`config.mk`:
```
export PLATFORM = sky130hd
export DESIGN_NAME = vga_sync_receiver
export DESIGN_NICKNAME = d
export VERILOG_FILES = /design/src/rtl/vga_sync_receiver.sv
export SDC_FILE = /design/constraint.sdc
export NUM_CORES = 1
export LEC_CHECK = 0
export ABC_CLOCK_PERIOD_IN_PS = 2850
export CAP_MARGIN = 20
export CORE_MARGIN = 2
export CORE_UTILIZATION = 50
export DETAILED_ROUTE_END_ITERATION = 8
export GPL_ROUTABILITY_DRIVEN = 1
export PLACE_DENSITY = 0.77
export SETUP_SLACK_MARGIN = 0.2
export SYNTH_ARGS = -nofsm -noshare
export SYNTH_HDL_FRONTEND = slang
export SYNTH_SLANG_ARGS = --single-unit
export TNS_END_PERCENT = 20
```
`constraint.sdc`:
```
create_clock -name clk -period 2.85 [get_ports clk]
set_input_delay 0.7125 -clock clk [delete_from_list [all_inputs] [get_ports clk]]
set_output_delay 0.7125 -clock clk [all_outputs]
set_load 0.02 [all_outputs]
```
`src/rtl/vga_sync_receiver.sv`:
```
// vga_sync_receiver: recovers h/v raster counters from an incoming sync pair, checks them against the mode and reports lock.
// Counters describe the sample currently held in the input register, so video data needs one register of delay.
module vga_sync_receiver #(
  parameter logic HORIZONTAL_SYNC_POLARITY = 1'b0,
  parameter int TIME_HORIZONTAL_VIDEO = 640,
  parameter int TIME_HORIZONTAL_FRONT_PORCH = 16,
  parameter int TIME_HORIZONTAL_SYNC_PULSE = 96,
  parameter int TIME_HORIZONTAL_BACK_PORCH = 48,
  parameter logic VERTICAL_SYNC_POLARITY = 1'b0,
  parameter int TIME_VERTICAL_VIDEO = 480,
  parameter int TIME_VERTICAL_FRONT_PORCH = 10,
  parameter int TIME_VERTICAL_SYNC_PULSE = 2,
  parameter int TIME_VERTICAL_BACK_PORCH = 33,
  parameter int HORIZONTAL_COUNTER_WIDTH = 10,
  parameter int VERTICAL_COUNTER_WIDTH = 10,
  parameter int LOCK_FRAMES = 2
) (
  input  logic clk,
  input  logic reset,
  input  logic h_sync_in,
  input  logic v_sync_in,
  output logic [HORIZONTAL_COUNTER_WIDTH-1:0] h_counter,
  output logic [VERTICAL_COUNTER_WIDTH-1:0] v_counter,
  output logic display_active,
  output logic frame_start,
  output logic locked,
  output logic sync_error
);
  localparam int HW = HORIZONTAL_COUNTER_WIDTH;
  localparam int VW = VERTICAL_COUNTER_WIDTH;
  localparam logic HP = HORIZONTAL_SYNC_POLARITY;
  localparam logic VP = VERTICAL_SYNC_POLARITY;
  localparam int H_SS_I = TIME_HORIZONTAL_VIDEO + TIME_HORIZONTAL_FRONT_PORCH;
  localparam int V_SS_I = TIME_VERTICAL_VIDEO + TIME_VERTICAL_FRONT_PORCH;
  localparam logic [HW-1:0] H_VID = HW'(TIME_HORIZONTAL_VIDEO);
  localparam logic [HW-1:0] H_SS = HW'(H_SS_I);
  localparam logic [HW-1:0] H_SS1 = HW'(H_SS_I + 1);
  localparam logic [HW-1:0] H_SE = HW'(H_SS_I + TIME_HORIZONTAL_SYNC_PULSE);
  localparam logic [HW-1:0] H_LAST = HW'(H_SS_I + TIME_HORIZONTAL_SYNC_PULSE + TIME_HORIZONTAL_BACK_PORCH - 1);
  localparam logic [VW-1:0] V_VID = VW'(TIME_VERTICAL_VIDEO);
  localparam logic [VW-1:0] V_SS = VW'(V_SS_I);
  localparam logic [VW-1:0] V_SE = VW'(V_SS_I + TIME_VERTICAL_SYNC_PULSE);
  localparam logic [VW-1:0] V_LAST = VW'(V_SS_I + TIME_VERTICAL_SYNC_PULSE + TIME_VERTICAL_BACK_PORCH - 1);
  localparam logic [3:0] LF = 4'(LOCK_FRAMES);

  typedef enum logic [1:0] {SEARCH, ACQUIRE, LOCKED} state_t;

  state_t state_q;
  logic s_h_q, s_h_dly_q, s_v_q, s_v_dly_q;
  logic h_seen_q, err_q;
  logic [3:0] good_q;
  logic [HW-1:0] h_q, h_d;
  logic [VW-1:0] v_q, v_d;
  logic search, h_edge, v_edge, h_wrap, v_wrap, exp_h, exp_v, mismatch;

  always_comb begin
    search = state_q == SEARCH;
    h_edge = s_h_q == HP && s_h_dly_q != HP;
    v_edge = s_v_q == VP && s_v_dly_q != VP;
    h_wrap = h_q == H_LAST;
    v_wrap = v_q == V_LAST;
    exp_h = (h_q >= H_SS && h_q < H_SE) ? HP : ~HP;
    exp_v = (v_q >= V_SS && v_q < V_SE) ? VP : ~VP;
    mismatch = s_h_q != exp_h || s_v_q != exp_v;
    h_d = (search && h_edge) ? H_SS1 : h_wrap ? '0 : h_q + 1'b1;
    // an h_edge reload replaces the wrap, so the line count only advances on a genuine wrap
    v_d = (search && v_edge) ? V_SS : (h_wrap && !(search && h_edge)) ? (v_wrap ? '0 : v_q + 1'b1) : v_q;
  end

  always_ff @(posedge clk or negedge reset) begin
    if (!reset) begin
      s_h_q <= ~HP;
      s_h_dly_q <= ~HP;
      s_v_q <= ~VP;
      s_v_dly_q <= ~VP;
      h_q <= '0;
      v_q <= '0;
      state_q <= SEARCH;
      h_seen_q <= 1'b0;
      good_q <= '0;
      err_q <= 1'b0;
    end else begin
      s_h_q <= h_sync_in;
      s_h_dly_q <= s_h_q;
      s_v_q <= v_sync_in;
      s_v_dly_q <= s_v_q;
      h_q <= h_d;
      v_q <= v_d;
      err_q <= 1'b0;
      if (search) begin
        if (h_edge) h_seen_q <= 1'b1;
        if (v_edge && h_seen_q && h_q == '0) begin
          state_q <= ACQUIRE;
          good_q <= '0;
        end
      end else if (mismatch) begin
        err_q <= 1'b1;
        state_q <= SEARCH;
        h_seen_q <= 1'b0;
        good_q <= '0;
      end else if (state_q == ACQUIRE && h_wrap && v_wrap) begin
        good_q <= good_q + 4'd1;
        if (good_q + 4'd1 == LF) state_q <= LOCKED;
      end
    end
  end

  assign h_counter = h_q;
  assign v_counter = v_q;
  assign locked = state_q == LOCKED;
  assign display_active = locked && h_q < H_VID && v_q < V_VID;
  assign frame_start = locked && h_q == '0 && v_q == '0;
  assign sync_error = err_q;
endmodule

```
**Word-level counts from Yosys, hierarchy flattened**

Cells that the tools add are included.

- $add $sub $neg: 3
- Magnitude comparators: 6
- Equal/unequal tests: 9
- Muxes and demuxes: 21
- Bitwise logic cells: 2
- Reductions and logical operators: 27

Operators by type and width:

| cell | number |
|---|---|
| 10-bit 2-to-1 mux | 5 |
| 10-bit by 1-bit adder with 10-bit output, second input constant | 2 |
| 10-bit equality test, second input constant | 2 |
| 10-bit logical NOT | 2 |
| 10-bit < comparator, second input constant | 2 |
| 10-bit by 9-bit < comparator with 1-bit output, second input constant | 2 |
| 4-bit 2-to-1 mux | 4 |
| 1-bit logical AND | 15 |
| 10-bit >= comparator, second input constant | 1 |
| 10-bit by 9-bit >= comparator with 1-bit output, second input constant | 1 |
| 2-bit 2-to-1 mux | 5 |
| 1-bit 2-to-1 mux | 7 |
| 3-bit nonzero test | 2 |
| 4-bit by 1-bit adder with 4-bit output, second input constant | 1 |
| 4-bit by 2-bit equality test with 1-bit output, second input constant | 1 |
| 2-bit by 1-bit != test with 1-bit output, second input constant | 2 |
| 2-bit AND reduction | 2 |
| 2-bit nonzero test | 2 |
| 3-bit AND reduction | 1 |
| 2-bit by 1-bit equality test with 1-bit output, second input constant | 1 |
| 2-bit equality test, second input constant | 1 |
| 2-bit logical NOT | 1 |
| 1-bit != test | 2 |
| 1-bit NOT | 2 |
| other kinds (2) | 2 |

- Register bits: 32
- Input bits: 4
- Output and inout port bits: 24
- Logic and storage cells: 78

**Longest topological paths before layout**

Gate-level depths: netlist of run 1.

- Depth in word-level cells: 7
- Gate-level depth with buffers: 8
- Mapped depth without buffers: 7

**Worst setup path before layout of run 1**

No wires, ideal clock.

- Path type: register to register
- Start point: register h_q[0], in the netlist h_counter[0]
- End point: register v_q[4], in the netlist v_counter[4]
- Setup time: 0.078 ns
- Arrival: 2.076 ns
- Setup slack: 0.696 ns
- Stages on the path, launching flop included: 7
- Path buffers: 0
- Cell sequence: dfrtp_1 -> ha_1 -> nand4_2 -> or4_4 -> or2_4 -> or3b_1 -> a21oi_1

- Longest elaborated chain between the ends: 3

Ends and longest elaborated chain:

| item | RTL line | source |
|---|---|---|
| from (decl) | 52 | `logic [HW-1:0] h_q, h_d;` |
| from (signal assigned) | 76 | `h_q <= '0;` |
| from (signal assigned) | 87 | `h_q <= h_d;` |
| 10-bit equality test | 60 | `h_wrap = h_q == H_LAST;` |
| 1-bit logical AND | 67 | `v_d = (search && v_edge) ? V_SS : (h_wrap && !(search && h_edge)) ? (v_wrap ? '0 : v_q + 1'b1) : v_q;` |
| 2-bit nonzero test (no line) | n/a |  |
| to (signal assigned) | 88 | `v_q <= v_d;` |
| to (decl) | 53 | `logic [VW-1:0] v_q, v_d;` |

No other way between the ends.
A chain may end at the register's enable or synchronous reset.

**Final worst setup path of run 1**

- Start point: register h_q[6], in the netlist h_counter[6]
- End point: output port frame_start

- Longest elaborated chain between the ends: 3

Ends and longest elaborated chain:

| item | RTL line | source |
|---|---|---|
| 10-bit logical NOT | 112 | `assign frame_start = locked && h_q == '0 && v_q == '0;` |
| 1-bit logical AND (2 in a row) | 112 |  |
| to (decl) | 25 | `output logic frame_start,` |

No other way between the ends.

==> out/summary.json, run 1 <==
{
  "layout": {
    "layout_commonest_cell": "sky130_fd_sc_hd__dfrtp_1",
    "insertedDiodeCount": 0,
    "multi_input_area_um2": 965,
    "most-common-layout-cells": "28 x sky130_fd_sc_hd__dfrtp_1, 25 x sky130_fd_sc_hd__clkdlybuf4s50_1, 13 x sky130_fd_sc_hd__nor2_1",
    "syn2layout_area_growth_pct": 22.2,
    "finalInstanceArea_um2": 2210,
    "fillCellCount": 286,
    "final_layout_size_suffix_gt1_share_pct": 13.3,
    "design.final.nets": 228,
    "sequential_cell_area_um2": 806
  },
  "setup_path": {
    "critical_path.endpoint_type": "output port",
    "buf_inv_on_cp": 1,
    "arrival_ns": 1.73,
    "critical_path.cell_chain": "nor3_4, nand4b_1, nor3_1, and4_1, clkbuf_2",
    "timing.critical_path.fanout_max": 5,
    "critPathTopFamily": "simple AND/OR/NAND/NOR gates",
    "start_kind": "flop",
    "worst_path_largest_cell_delay_ns": 0.47,
    "cpMaxStageDelayCell": "sky130_fd_sc_hd__dfrtp_1",
    "critical_path_required_ns": 2.14,
    "critPathKind": "reg -> out"
  },
  "synthesis": {
    "synthesis.instances": 186,
    "synth_edf_count": 0,
    "yosys_register_bits": 32,
    "synth-async-reset-ratio_pct": 100,
    "syn_avg_cell_area_um2": 9.71,
    "synth_cell_type_count": 45,
    "synth_flop_type": "sky130_fd_sc_hd__dfrtp_1",
    "mappedNetlistNets": 197,
    "share_of_synthesized_area_occupied_by_flip_flops_and_latches_pct": 44.6,
    "synthesized_area_um2": 1810,
    "synth_warnings": 0
  },
  "placed_design": {
    "post_dp_cell_area_um2": 2130,
    "place_congestion": 0.881,
    "dpl.hpwl_mm": 3.00,
    "buffer_ports.inserted": 27
  },
  "die": {
    "die_area_um2": 4110,
    "core_area_um2": 3420,
    "io_pins": 28,
    "std_cell_rows": 21,
    "die_x_extent_um": 64.1,
    "starting_density_of_the_core_pct": 52.9,
    "die_y_um": 64.1
  },
  "pwr": {
    "power.combinational.fraction_pct": 18.3,
    "sw_frac_of_total_pct": 30.6,
    "peakVddDrop_mv": 0.349,
    "clock_power_share_pct": 28.0,
    "int_power_uw": 693,
    "power.share.sequential_pct": 53.7,
    "power_per_cell_area_nw_per_um2": 452,
    "p_leak_uw": 0.000870,
    "switchingPower_uw": 305
  },
  "timing": {
    "layout_min_cycle_time_ns": 2.44,
    "fmax_mhz": 410,
    "hold_violations": 0,
    "grt_setup_unrepaired": "no",
    "final_min_period_over_clock_period_pct": 85.7,
    "headroom_to_the_max_slew_limit_pct": 69.8,
    "count_of_endpoints_failing_setup_in_the_final_report": 0,
    "tightest_slew_ns": 0.453,
    "setup_total_negative_slack_ns": 0,
    "final_max_slew_viol_count": 0,
    "worst_clock_skew_ns": 0.0143
  },
  "hold_path": {
    "timing.hold.worst.class": "reg -> reg"
  },
  "drt": {
    "detailedRoute.firstIterationViolations": 74,
    "viasPerCell": 5.88,
    "ant_nets": 0,
    "wl_per_cell_um": 15.7,
    "drt-pass1-iter-count": 4,
    "finalWirelength_mm": 4.16,
    "drc": 0,
    "vias": 1553
  },
  "grt": {
    "grt_remaining_overflow": 0,
    "wire_length_of_the_first_global_routing_pass_mm": 7.31,
    "grt_use_total_pct": 22.6,
    "number_of_antenna_violations_at_the_first_check_in_global_routing": 0,
    "number_of_global_route_vias_before_repair": 1617,
    "grt_max_degree": 33
  },
  "clocking": {
    "cts.reportedPaths.clkPinSlew_ns": 0.11,
    "tritoncts.num_buffers": 5,
    "cts_buffer_depth": 2,
    "tritoncts_num_sinks": 32,
    "cts_root_buffer": "sky130_fd_sc_hd__clkbuf_4",
    "worst_skew_pair.late_latency_ns": 0.34,
    "htreeDepth": 2,
    "tritoncts_clock_tree": "yes",
    "cts_setup_buffers": 0
  },
  "run": {
    "maxCapViolCount": 0
  },
  "run_status": {
    "outcome": "completed"
  }
}
==> metrics by stage <==
step           hold slack [ns]  util, %  total power (µW)  cells  setup slack, ns
3_5_place_dp             0.377     62.5               723    256            0.206
5_1_grt                  0.381     64.6              1040    264            0.306
4_1_cts                  0.381     64.4              1000    264            0.160
6_report                 0.378     64.6               998    264            0.408
2_1_floorplan            0.362        -               635    186            0.696
3_3_place_gp             0.375     62.5               718    256            0.266
==> worst register-to-register path, cell delays in order (launching register included) <==
cell,delay [ns]
sky130_fd_sc_hd__dfrtp_1,0.42
sky130_fd_sc_hd__ha_1,0.26
sky130_fd_sc_hd__nand4_2,0.14
sky130_fd_sc_hd__or4_4,0.60
sky130_fd_sc_hd__or2_4,0.30
sky130_fd_sc_hd__or3b_1,0.35
sky130_fd_sc_hd__a21oi_1,0.14
==> metal layers <==
layer  track usage [%]  wire [µm]
met1              28.3       1910
met2              38.4       2030
met3              3.52        116
met4              10.1         93
met5                 0          0
==> worst paths after layout <==
check / startpoint / end / slack [ns] / depth (start not counted)
worst max-delay path: h_counter[6] / frame_start / 0.41 / 5
worst min-delay path: s_v_q / s_v_dly_q / 0.38 / 0
worst max register to register: h_counter[0] / v_counter[4] / 0.59 / 6
worst min register to register: s_v_q / s_v_dly_q / 0.38 / 0
max in group asynchronous: reset / s_h_q / 1.77 / 2
min in group asynchronous: reset / v_counter[9] / 0.75 / 2
==> sequential cells by signal, indices dropped and copies added (netlist names) <==
signal,cells
good_q,4
h_counter,10
h_seen_q,1
s_h_dly_q,1
s_h_q,1
s_v_dly_q,1
s_v_q,1
state_q,2
sync_error,1
v_counter,10
==> cell families after synthesis <==
group           count (synthesis)  share of synthesized area (%)
buf+inv                        14                           2.98
xor+xnor                        9                           4.36
mux                             1                          0.554
compound gates                 37                           13.8
simple gates                   86                           28.9
flops                          32                           44.6
fa+ha+maj                       7                           4.85
==> Yosys cell counts (4+ instances only) <==
cell type                  number  area share (%)
sky130_fd_sc_hd__inv_1          8             1.7
sky130_fd_sc_hd__o311ai_0       5             2.4
sky130_fd_sc_hd__nor2b_1        6             2.1
sky130_fd_sc_hd__a21oi_1        5             1.4
sky130_fd_sc_hd__nand2_1        9             1.9
sky130_fd_sc_hd__a31oi_1        4             1.4
sky130_fd_sc_hd__o21ai_0       12             3.3
sky130_fd_sc_hd__nor2_1        13             2.7
sky130_fd_sc_hd__and3_1         9             3.1
sky130_fd_sc_hd__xnor2_1        4             1.9
sky130_fd_sc_hd__dfstp_2        4             5.8
sky130_fd_sc_hd__nor4b_1        4             1.9
sky130_fd_sc_hd__ha_1           7             4.8
sky130_fd_sc_hd__dfrtp_1       28              39
sky130_fd_sc_hd__nor3_1         7             1.9
sky130_fd_sc_hd__xor2_1         5             2.4
sky130_fd_sc_hd__nand3_1       11             3.0
==> power groups by stage <==
stage               Clock [µW]  Combinational [µW]  Sequential [µW]
floorplan                    0                72.7              562
global placement             0                 180              538
detailed placement           0                 183              540
CTS                        286                 185              533
global route               304                 196              540
finish                     280                 183              536
==> cell type report <==
type / count / share of cell area, %
multi-input combinational: 140 / 43.7
inverter: 8 / 1.36
clock inverter: 1 / 0.340
clock buffer: 7 / 2.49
tap: 46 / 2.61
sequential: 32 / 36.5
timing repair buffer: 30 / 13.0
==> repair_timing <==
| action | 4_1_cts | 5_1_grt |
|---|---|---|
| resized for setup | 3 | 4 |
| hold endpoints to repair | 0 | 0 |
| pin swaps | 0 | 0 |
| hold buffers | 0 | 0 |
| endpoints found under the setup margin | 2 | 1 |
Note: power is estimated with default switching activity, not from simulation.
==> inputs of run 2 (changes only) <==
--- a/config.mk
+++ b/config.mk
@@ -5,7 +5,6 @@
 export SDC_FILE = /design/constraint.sdc
 export NUM_CORES = 1
 export LEC_CHECK = 0
-export ABC_CLOCK_PERIOD_IN_PS = 2850
 export CAP_MARGIN = 20
 export CORE_MARGIN = 2
 export CORE_UTILIZATION = 50
@@ -13,6 +12,7 @@
 export GPL_ROUTABILITY_DRIVEN = 1
 export PLACE_DENSITY = 0.77
 export SETUP_SLACK_MARGIN = 0.2
+export SLEW_MARGIN = 30
 export SYNTH_ARGS = -nofsm -noshare
 export SYNTH_HDL_FRONTEND = slang
 export SYNTH_SLANG_ARGS = --single-unit
==> results of run 2 <==
Final layout, timing and power as in run 1 (identical DEF).
